==> src/rtl/vga_pkg.sv <==
// Shared constants for the VGA video path: default 640x480@60 timing, coordinate width,
// and the layout of the 64-bit ship-position vector read by the renderers.
package vga_pkg;

   localparam int COORD_W   = 10;
   localparam int COORD_MAX = 1 << COORD_W;

   localparam int DIV_DEF    = 2;
   localparam int H_VIS_DEF  = 640;
   localparam int H_FP_DEF   = 16;
   localparam int H_SYNC_DEF = 96;
   localparam int H_BP_DEF   = 48;
   localparam int V_VIS_DEF  = 480;
   localparam int V_FP_DEF   = 10;
   localparam int V_SYNC_DEF = 2;
   localparam int V_BP_DEF   = 33;

   // Ship vector: sixteen 4-bit fields, field i at bit offset 4*i.
   localparam int NAVES_W  = 64;
   localparam int CAMPO_W  = 4;
   localparam int N_CAMPOS = NAVES_W / CAMPO_W;

   typedef logic [COORD_W-1:0] coord_t;
   typedef logic [NAVES_W-1:0] naves_t;

   function automatic int campo_ofs(input int idx);
      return idx * CAMPO_W;
   endfunction

endpackage

==> src/rtl/vga_sincronismo_if.sv <==
// Timing-generator outputs consumed by the renderers; the frame-stable ship vector
// is carried only when VGA_SINC_QUADRO_EN is defined.
interface vga_sincronismo_if;
   import vga_pkg::*;

   logic   hsync;
   logic   vsync;
   logic   areaAtiva;
   coord_t coluna;
   coord_t linha;
   logic   pixelEn;
   logic   inicioQuadro;
   logic   fimVisivel;
`ifdef VGA_SINC_QUADRO_EN
   naves_t posicoesIn;
   naves_t posicoesQuadro;
`endif

   modport master (
      output hsync, vsync, areaAtiva, coluna, linha, pixelEn, inicioQuadro, fimVisivel
`ifdef VGA_SINC_QUADRO_EN
      , input posicoesIn
      , output posicoesQuadro
`endif
   );

   modport slave (
      input hsync, vsync, areaAtiva, coluna, linha, pixelEn, inicioQuadro, fimVisivel
`ifdef VGA_SINC_QUADRO_EN
      , output posicoesIn
      , input posicoesQuadro
`endif
   );

endinterface

==> src/rtl/vga_contador.sv <==
// Modulo-N counter with enable. Exposes the next value so callers can register
// decodes on the same edge the count changes; wrap flags the enabled N-1 -> 0 step.
module vga_contador
   import vga_pkg::*;
#(
   parameter int N = 800,
   parameter int W = COORD_W
) (
   input  logic         clk,
   input  logic         rst,
   input  logic         en,
   output logic [W-1:0] valor,
   output logic [W-1:0] proximo,
   output logic         wrap
);

   localparam logic [W-1:0] ULTIMO = W'(N - 1);

   always_comb begin
      wrap    = en && (valor == ULTIMO);
      proximo = valor;
      if (wrap)
         proximo = '0;
      else if (en)
         proximo = valor + 1'b1;
   end

   always_ff @(posedge clk or posedge rst) begin
      if (rst)
         valor <= '0;
      else
         valor <= proximo;
   end

endmodule

==> src/rtl/vga_sincronismo.sv <==
// VGA timing generator: pixel-rate divider, column/line counters and registered sync/qualifier decode.
// With VGA_SINC_QUADRO_EN the ship vector is latched at the start of vertical blanking.
module vga_sincronismo
   import vga_pkg::*;
#(
   parameter int DIV    = DIV_DEF,
   parameter int H_VIS  = H_VIS_DEF,
   parameter int H_FP   = H_FP_DEF,
   parameter int H_SYNC = H_SYNC_DEF,
   parameter int H_BP   = H_BP_DEF,
   parameter int V_VIS  = V_VIS_DEF,
   parameter int V_FP   = V_FP_DEF,
   parameter int V_SYNC = V_SYNC_DEF,
   parameter int V_BP   = V_BP_DEF
) (
   input  logic               clk,
   input  logic               rst,
   vga_sincronismo_if.master  vga
);

   localparam int H_TOT = H_VIS + H_FP + H_SYNC + H_BP;
   localparam int V_TOT = V_VIS + V_FP + V_SYNC + V_BP;
   localparam int DIV_W = 5;

   localparam logic [DIV_W-1:0] DIV_ULT = DIV_W'(DIV - 1);
   localparam coord_t H_VIS_C = COORD_W'(H_VIS);
   localparam coord_t V_VIS_C = COORD_W'(V_VIS);
   localparam coord_t HS_INI  = COORD_W'(H_VIS + H_FP);
   localparam coord_t HS_FIM  = COORD_W'(H_VIS + H_FP + H_SYNC - 1);
   localparam coord_t VS_INI  = COORD_W'(V_VIS + V_FP);
   localparam coord_t VS_FIM  = COORD_W'(V_VIS + V_FP + V_SYNC - 1);

   if (H_TOT > COORD_MAX || V_TOT > COORD_MAX) begin : g_tot_invalido
      $error("vga_sincronismo: H_TOT or V_TOT exceeds 1024");
   end
   if (DIV < 1 || DIV > 16) begin : g_div_invalido
      $error("vga_sincronismo: DIV outside 1..16");
   end

   logic [DIV_W-1:0] div_cnt;
   logic             tick;
   coord_t           h_prox;
   coord_t           v_prox;
   logic             h_wrap;
   logic             v_wrap;
   logic             fim_prox;

   assign tick = (div_cnt == DIV_ULT);

   always_ff @(posedge clk or posedge rst) begin
      if (rst)
         div_cnt <= '0;
      else if (tick)
         div_cnt <= '0;
      else
         div_cnt <= div_cnt + 1'b1;
   end

   vga_contador #(.N(H_TOT), .W(COORD_W)) u_horizontal (
      .clk     (clk),
      .rst     (rst),
      .en      (tick),
      .valor   (vga.coluna),
      .proximo (h_prox),
      .wrap    (h_wrap)
   );

   // h_wrap already includes the tick, so the line counter steps once per line.
   vga_contador #(.N(V_TOT), .W(COORD_W)) u_vertical (
      .clk     (clk),
      .rst     (rst),
      .en      (h_wrap),
      .valor   (vga.linha),
      .proximo (v_prox),
      .wrap    (v_wrap)
   );

   assign fim_prox = h_wrap && (v_prox == V_VIS_C);

   // Levels only update on ticks so the post-reset (0,0) stays blanked until the first pixel step.
   always_ff @(posedge clk or posedge rst) begin
      if (rst) begin
         vga.hsync        <= 1'b1;
         vga.vsync        <= 1'b1;
         vga.areaAtiva    <= 1'b0;
         vga.pixelEn      <= 1'b0;
         vga.inicioQuadro <= 1'b0;
         vga.fimVisivel   <= 1'b0;
      end else begin
         vga.pixelEn      <= tick;
         vga.inicioQuadro <= v_wrap;
         vga.fimVisivel   <= fim_prox;
         if (tick) begin
            vga.hsync     <= !((h_prox >= HS_INI) && (h_prox <= HS_FIM));
            vga.vsync     <= !((v_prox >= VS_INI) && (v_prox <= VS_FIM));
            vga.areaAtiva <= (h_prox < H_VIS_C) && (v_prox < V_VIS_C);
         end
      end
   end

`ifdef VGA_SINC_QUADRO_EN
   always_ff @(posedge clk or posedge rst) begin
      if (rst)
         vga.posicoesQuadro <= '0;
      else if (fim_prox)
         vga.posicoesQuadro <= vga.posicoesIn;
   end
`endif

endmodule

==> src/flat_wrapper.sv <==
// flat-port wrapper written by rule: the top's interface ports become plain ports
module vga_sincronismo_flat import vga_pkg::*;
#(
   parameter int DIV    = DIV_DEF,
   parameter int H_VIS  = H_VIS_DEF,
   parameter int H_FP   = H_FP_DEF,
   parameter int H_SYNC = H_SYNC_DEF,
   parameter int H_BP   = H_BP_DEF,
   parameter int V_VIS  = V_VIS_DEF,
   parameter int V_FP   = V_FP_DEF,
   parameter int V_SYNC = V_SYNC_DEF,
   parameter int V_BP   = V_BP_DEF
)
  (clk, rst, vga_hsync, vga_vsync, vga_areaAtiva, vga_coluna, vga_linha, vga_pixelEn, vga_inicioQuadro, vga_fimVisivel);
  vga_sincronismo_if vga_i ();
  input  logic clk;
  input  logic rst;
  output wire logic [$bits(vga_i.hsync)-1:0] vga_hsync;
  output wire logic [$bits(vga_i.vsync)-1:0] vga_vsync;
  output wire logic [$bits(vga_i.areaAtiva)-1:0] vga_areaAtiva;
  output wire logic [$bits(vga_i.coluna)-1:0] vga_coluna;
  output wire logic [$bits(vga_i.linha)-1:0] vga_linha;
  output wire logic [$bits(vga_i.pixelEn)-1:0] vga_pixelEn;
  output wire logic [$bits(vga_i.inicioQuadro)-1:0] vga_inicioQuadro;
  output wire logic [$bits(vga_i.fimVisivel)-1:0] vga_fimVisivel;
  assign vga_hsync = vga_i.hsync;
  assign vga_vsync = vga_i.vsync;
  assign vga_areaAtiva = vga_i.areaAtiva;
  assign vga_coluna = vga_i.coluna;
  assign vga_linha = vga_i.linha;
  assign vga_pixelEn = vga_i.pixelEn;
  assign vga_inicioQuadro = vga_i.inicioQuadro;
  assign vga_fimVisivel = vga_i.fimVisivel;
  vga_sincronismo #(.DIV(DIV), .H_VIS(H_VIS), .H_FP(H_FP), .H_SYNC(H_SYNC), .H_BP(H_BP), .V_VIS(V_VIS), .V_FP(V_FP), .V_SYNC(V_SYNC), .V_BP(V_BP)) u_core (.clk(clk), .rst(rst), .vga(vga_i));
endmodule
==> config.mk <==
export PLATFORM = sky130hd
export DESIGN_NAME = vga_sincronismo_flat
export DESIGN_NICKNAME = d
export VERILOG_FILES = /design/src/rtl/vga_pkg.sv /design/src/rtl/vga_sincronismo_if.sv /design/src/rtl/vga_contador.sv /design/src/rtl/vga_sincronismo.sv /design/src/flat_wrapper.sv
export SDC_FILE = /design/constraint.sdc
export NUM_CORES = 1
export LEC_CHECK = 0
export CELL_PAD_IN_SITES_DETAIL_PLACEMENT = 0
export CELL_PAD_IN_SITES_GLOBAL_PLACEMENT = 1
export CORE_MARGIN = 2
export CORE_UTILIZATION = 40
export CTS_CLUSTER_SIZE = 24
export DETAILED_ROUTE_END_ITERATION = 10
export PLACE_DENSITY_LB_ADDON = 0.1
export SYNTH_ARGS = -nofsm -noshare
export SYNTH_HDL_FRONTEND = slang
export SYNTH_SLANG_ARGS = --single-unit
==> constraint.sdc <==
create_clock -name clk -period 3.55 [get_ports clk]
set_input_delay 0.5325 -clock clk [delete_from_list [all_inputs] [get_ports clk]]
set_output_delay 0.5325 -clock clk [all_outputs]
set_load 0.03 [all_outputs]
==> results.cfg <==
[global_route]
track_usage_pct = 17.3
antenna_found_initial = 0
grt_pass1_wl_um = 6820
grt_overflow = 0
grt_max_degree = 32
grt_pass1_vias = 1411

[cts]
cts_setup_buffers = 0
cts_hold_buffers = 0
cts.repair.resized = 0
root_buffer = clkbuf_8
cts_tree = yes
cts.sinks = 31
cts_buffers = 5
clockBufferDepth = 2
clkTransAtPathRegs_ns = 0.07
htree_levels = 2
insertion_delay_ns = 0.29

[synthesis]
async_flop_share_pct = 100
synth_cell_types = 41
yosys_register_bits = 31
synth-edff-count = 0
syn_area_um2 = 1740
synthCells = 185
yosysWarnings = 0
synth_nets = 192
synth-main-ff-cell = dfrtp_1
avgSynthCellArea_um2 = 9.41
yosysSeqAreaShare_pct = 44.7

[worst_setup_path]
worstSetupPathType = register to register
cp_max_fo = 13
crit_buf_inv = 1
cp_num_cells = 8
rrSetupSlack_ns = 0.67
max_stage_delay_ns = 0.59
cpMaxStageDelayCell = nor4_4
crit_family = simple AND/OR/NAND/NOR gates
cp-start-kind = register
endpoint_kind = register
r2r-start = u_core.div_cnt[1]
cp_cell_sequence = inv_1, ha_1, or4b_4, nor4_4, a31oi_1, o211a_1, or3_1, a32o_1
worstPathArrival_ns = 3.06
worst_r2r_path_depth = 8
cp.required_ns = 3.73
startpoint = u_core.div_cnt[1]

[finish]
area_growth_pct = 22.4
diodes = 0
drive_gt1_share_pct = 7.04
final_common_cell = dfrtp_1
most-common-layout-cells = 29 x dfrtp_1, 27 x clkdlybuf4s50_1, 20 x nand2_1
final_nets = 219

[route]
num_vias = 1461
drc = 0
dr.pass1.iters = 4
initialDrtViolationCount = 134
post_drt_wl_per_cell_um = 15.5
ant_nets = 0
viasPerCell = 5.56
drt_wl_total_um = 4070

[min_path]
hold_depth = 1
holdCritStartpoint = u_core.div_cnt[4]
hold_path_class = register to register

[floorplanning]
die_w_um = 70.0
die_h_um = 70.0
row_count = 23
num_io_pins = 28
initial_core_util_pct = 42.6
core_area_um2 = 4090
die-area_um2 = 4900

[timing]
fin_ws_ns = 0.667
period_share_pct = 81.2
finalHoldViolCount = 0
max_clock_freq_ghz = 0.347
setup-violations-final = 0
fin_skew_ns = 0.0114
max_slew_margin_pct = 62.4
maxSlewViolCount = 0
fin_setup_tns_ns = 0
rsz0062_at_grt = no
finalCriticalPeriod_ns = 2.88
tightest_slew_ns = 0.560

[power_and_ir_drop]
power.switching_uw = 138
switching_share_pct = 21.8
leakagePower_uw = 0.000849
power_frac_seq_pct = 56.1
p_int_uw = 492
clock_power_share_pct = 42.5
power.density_nw_per_um2 = 296
peakVddDrop_uv = 225
report.power.total_uw = 630
combPwrFrac_pct = 1.4

[placed_design]
gp_congestion = 0.840
portBuffers = 27
pre_cts_slack_ns = 0.681
dp_hpwl_um = 2800

[status]
status = completed

[run]
max_cap_viol_count = 0
[per-layer routing]
| metal | vias up | part of all wire [%] | GRT usage, % |
|---|---|---|---|
| met1 | 704 | 50 | 25.0 |
| met5 | - | 0 | 0 |
| li1 | 717 | - | - |
| met2 | 36 | 44 | 25.0 |
| met3 | 4 | 4.5 | 4.91 |
| met4 | 0 | 0.96 | 5.13 |
[registers in the layout (all words and copies together) (netlist names)]
name / cells
u_core.div_cnt: 5
u_core.u_horizontal.valor: 10
u_core.u_vertical.valor: 10
u_core.vga.areaAtiva: 1
u_core.vga.fimVisivel: 1
u_core.vga.hsync: 1
u_core.vga.inicioQuadro: 1
u_core.vga.pixelEn: 1
u_core.vga.vsync: 1
[worst register-to-register path, delay by kind of cell (launching register included)]
kind            cells  cell delay (ns)
buf+inv             1             0.06
flops               1             0.40
simple gates        3             1.52
compound gates      3             0.67
fa+ha+maj           1             0.13
[power groups by stage]
stage                     Clock [uW]  Combinational (uW)  Sequential (uW)
after floorplan                    0                5.20              360
after global routing             289                10.5              353
after global placement             0                9.25              360
after CTS                        274                9.50              353
after detailed placement           0                9.55              360
final                            268                8.84              353
[layout make-up]
class                   count  area, um2
flip-flops and latches     31        778
well taps                  50       62.6
clock buffers               7       76.3
repair buffers             30        293
fillers                   389       1950
multi-input cells         137        891
clock inverters             1       5.00
inverters                   7       26.3
[stage by stage]
| step | cells | hold WS (ns) | utilization [%] | area [um2] |
|---|---|---|---|---|
| CTS | 263 | 0.492 | 52.2 | 2130 |
| detailed placement | 255 | 0.487 | 50.2 | 2050 |
| global route | 263 | 0.501 | 52.2 | 2130 |
| finish | 263 | 0.485 | 52.2 | 2130 |
| global placement | 255 | 0.473 | 50.2 | 2050 |
| floorplan | 185 | 0.447 | - | 1740 |
[path summary, 6_finish.rpt]
check                                        end
setup / recovery            u_core.vga.areaAtiva
hold / removal                 u_core.div_cnt[4]
setup reg to reg            u_core.vga.areaAtiva
hold reg to reg                u_core.div_cnt[4]
max in group asynchronous       u_core.vga.hsync
min in group asynchronous  u_core.vga.fimVisivel
[kinds of logic (layout without fill, tap and decap cells)]
family                   after synthesis  count (layout)  share of synthesized area, %
AO/OA/AOI/OAI                         30              30                          12.4
XOR/XNOR                              18              18                          9.05
adder cells (fa/ha/maj)                5               5                          3.59
buffers and inverters                 17              45                          4.17
flip-flops                            31              31                          44.7
multiplexers                           2               2                          1.22
AND/OR/NAND/NOR                       82              82                          24.9
[cells in the mapped netlist, types with 2 or more instances]
cell / instances / area (um2)
ha_1: 5 / 62.6
nor2_1: 16 / 60.1
xnor2_1: 10 / 87.6
nand4_1: 8 / 50.1
nand3_1: 13 / 65.1
dfstp_2: 2 / 52.6
a31oi_1: 3 / 18.8
a21oi_1: 5 / 25.0
o311ai_0: 2 / 17.5
a21o_1: 2 / 15.0
nand2b_1: 4 / 25.0
nand2_1: 20 / 75.1
o31ai_1: 5 / 37.5
a211oi_1: 3 / 22.5
nor4_1: 3 / 18.8
clkbuf_1: 8 / 30.0
and3_1: 4 / 25.0
xor2_1: 8 / 70.1
nor3_1: 3 / 15.0
or3_1: 4 / 25.0
inv_1: 7 / 26.3
dfrtp_1: 29 / 726
o21ai_0: 3 / 15.0
No activity file was read; power rests on OpenSTA's default activity.
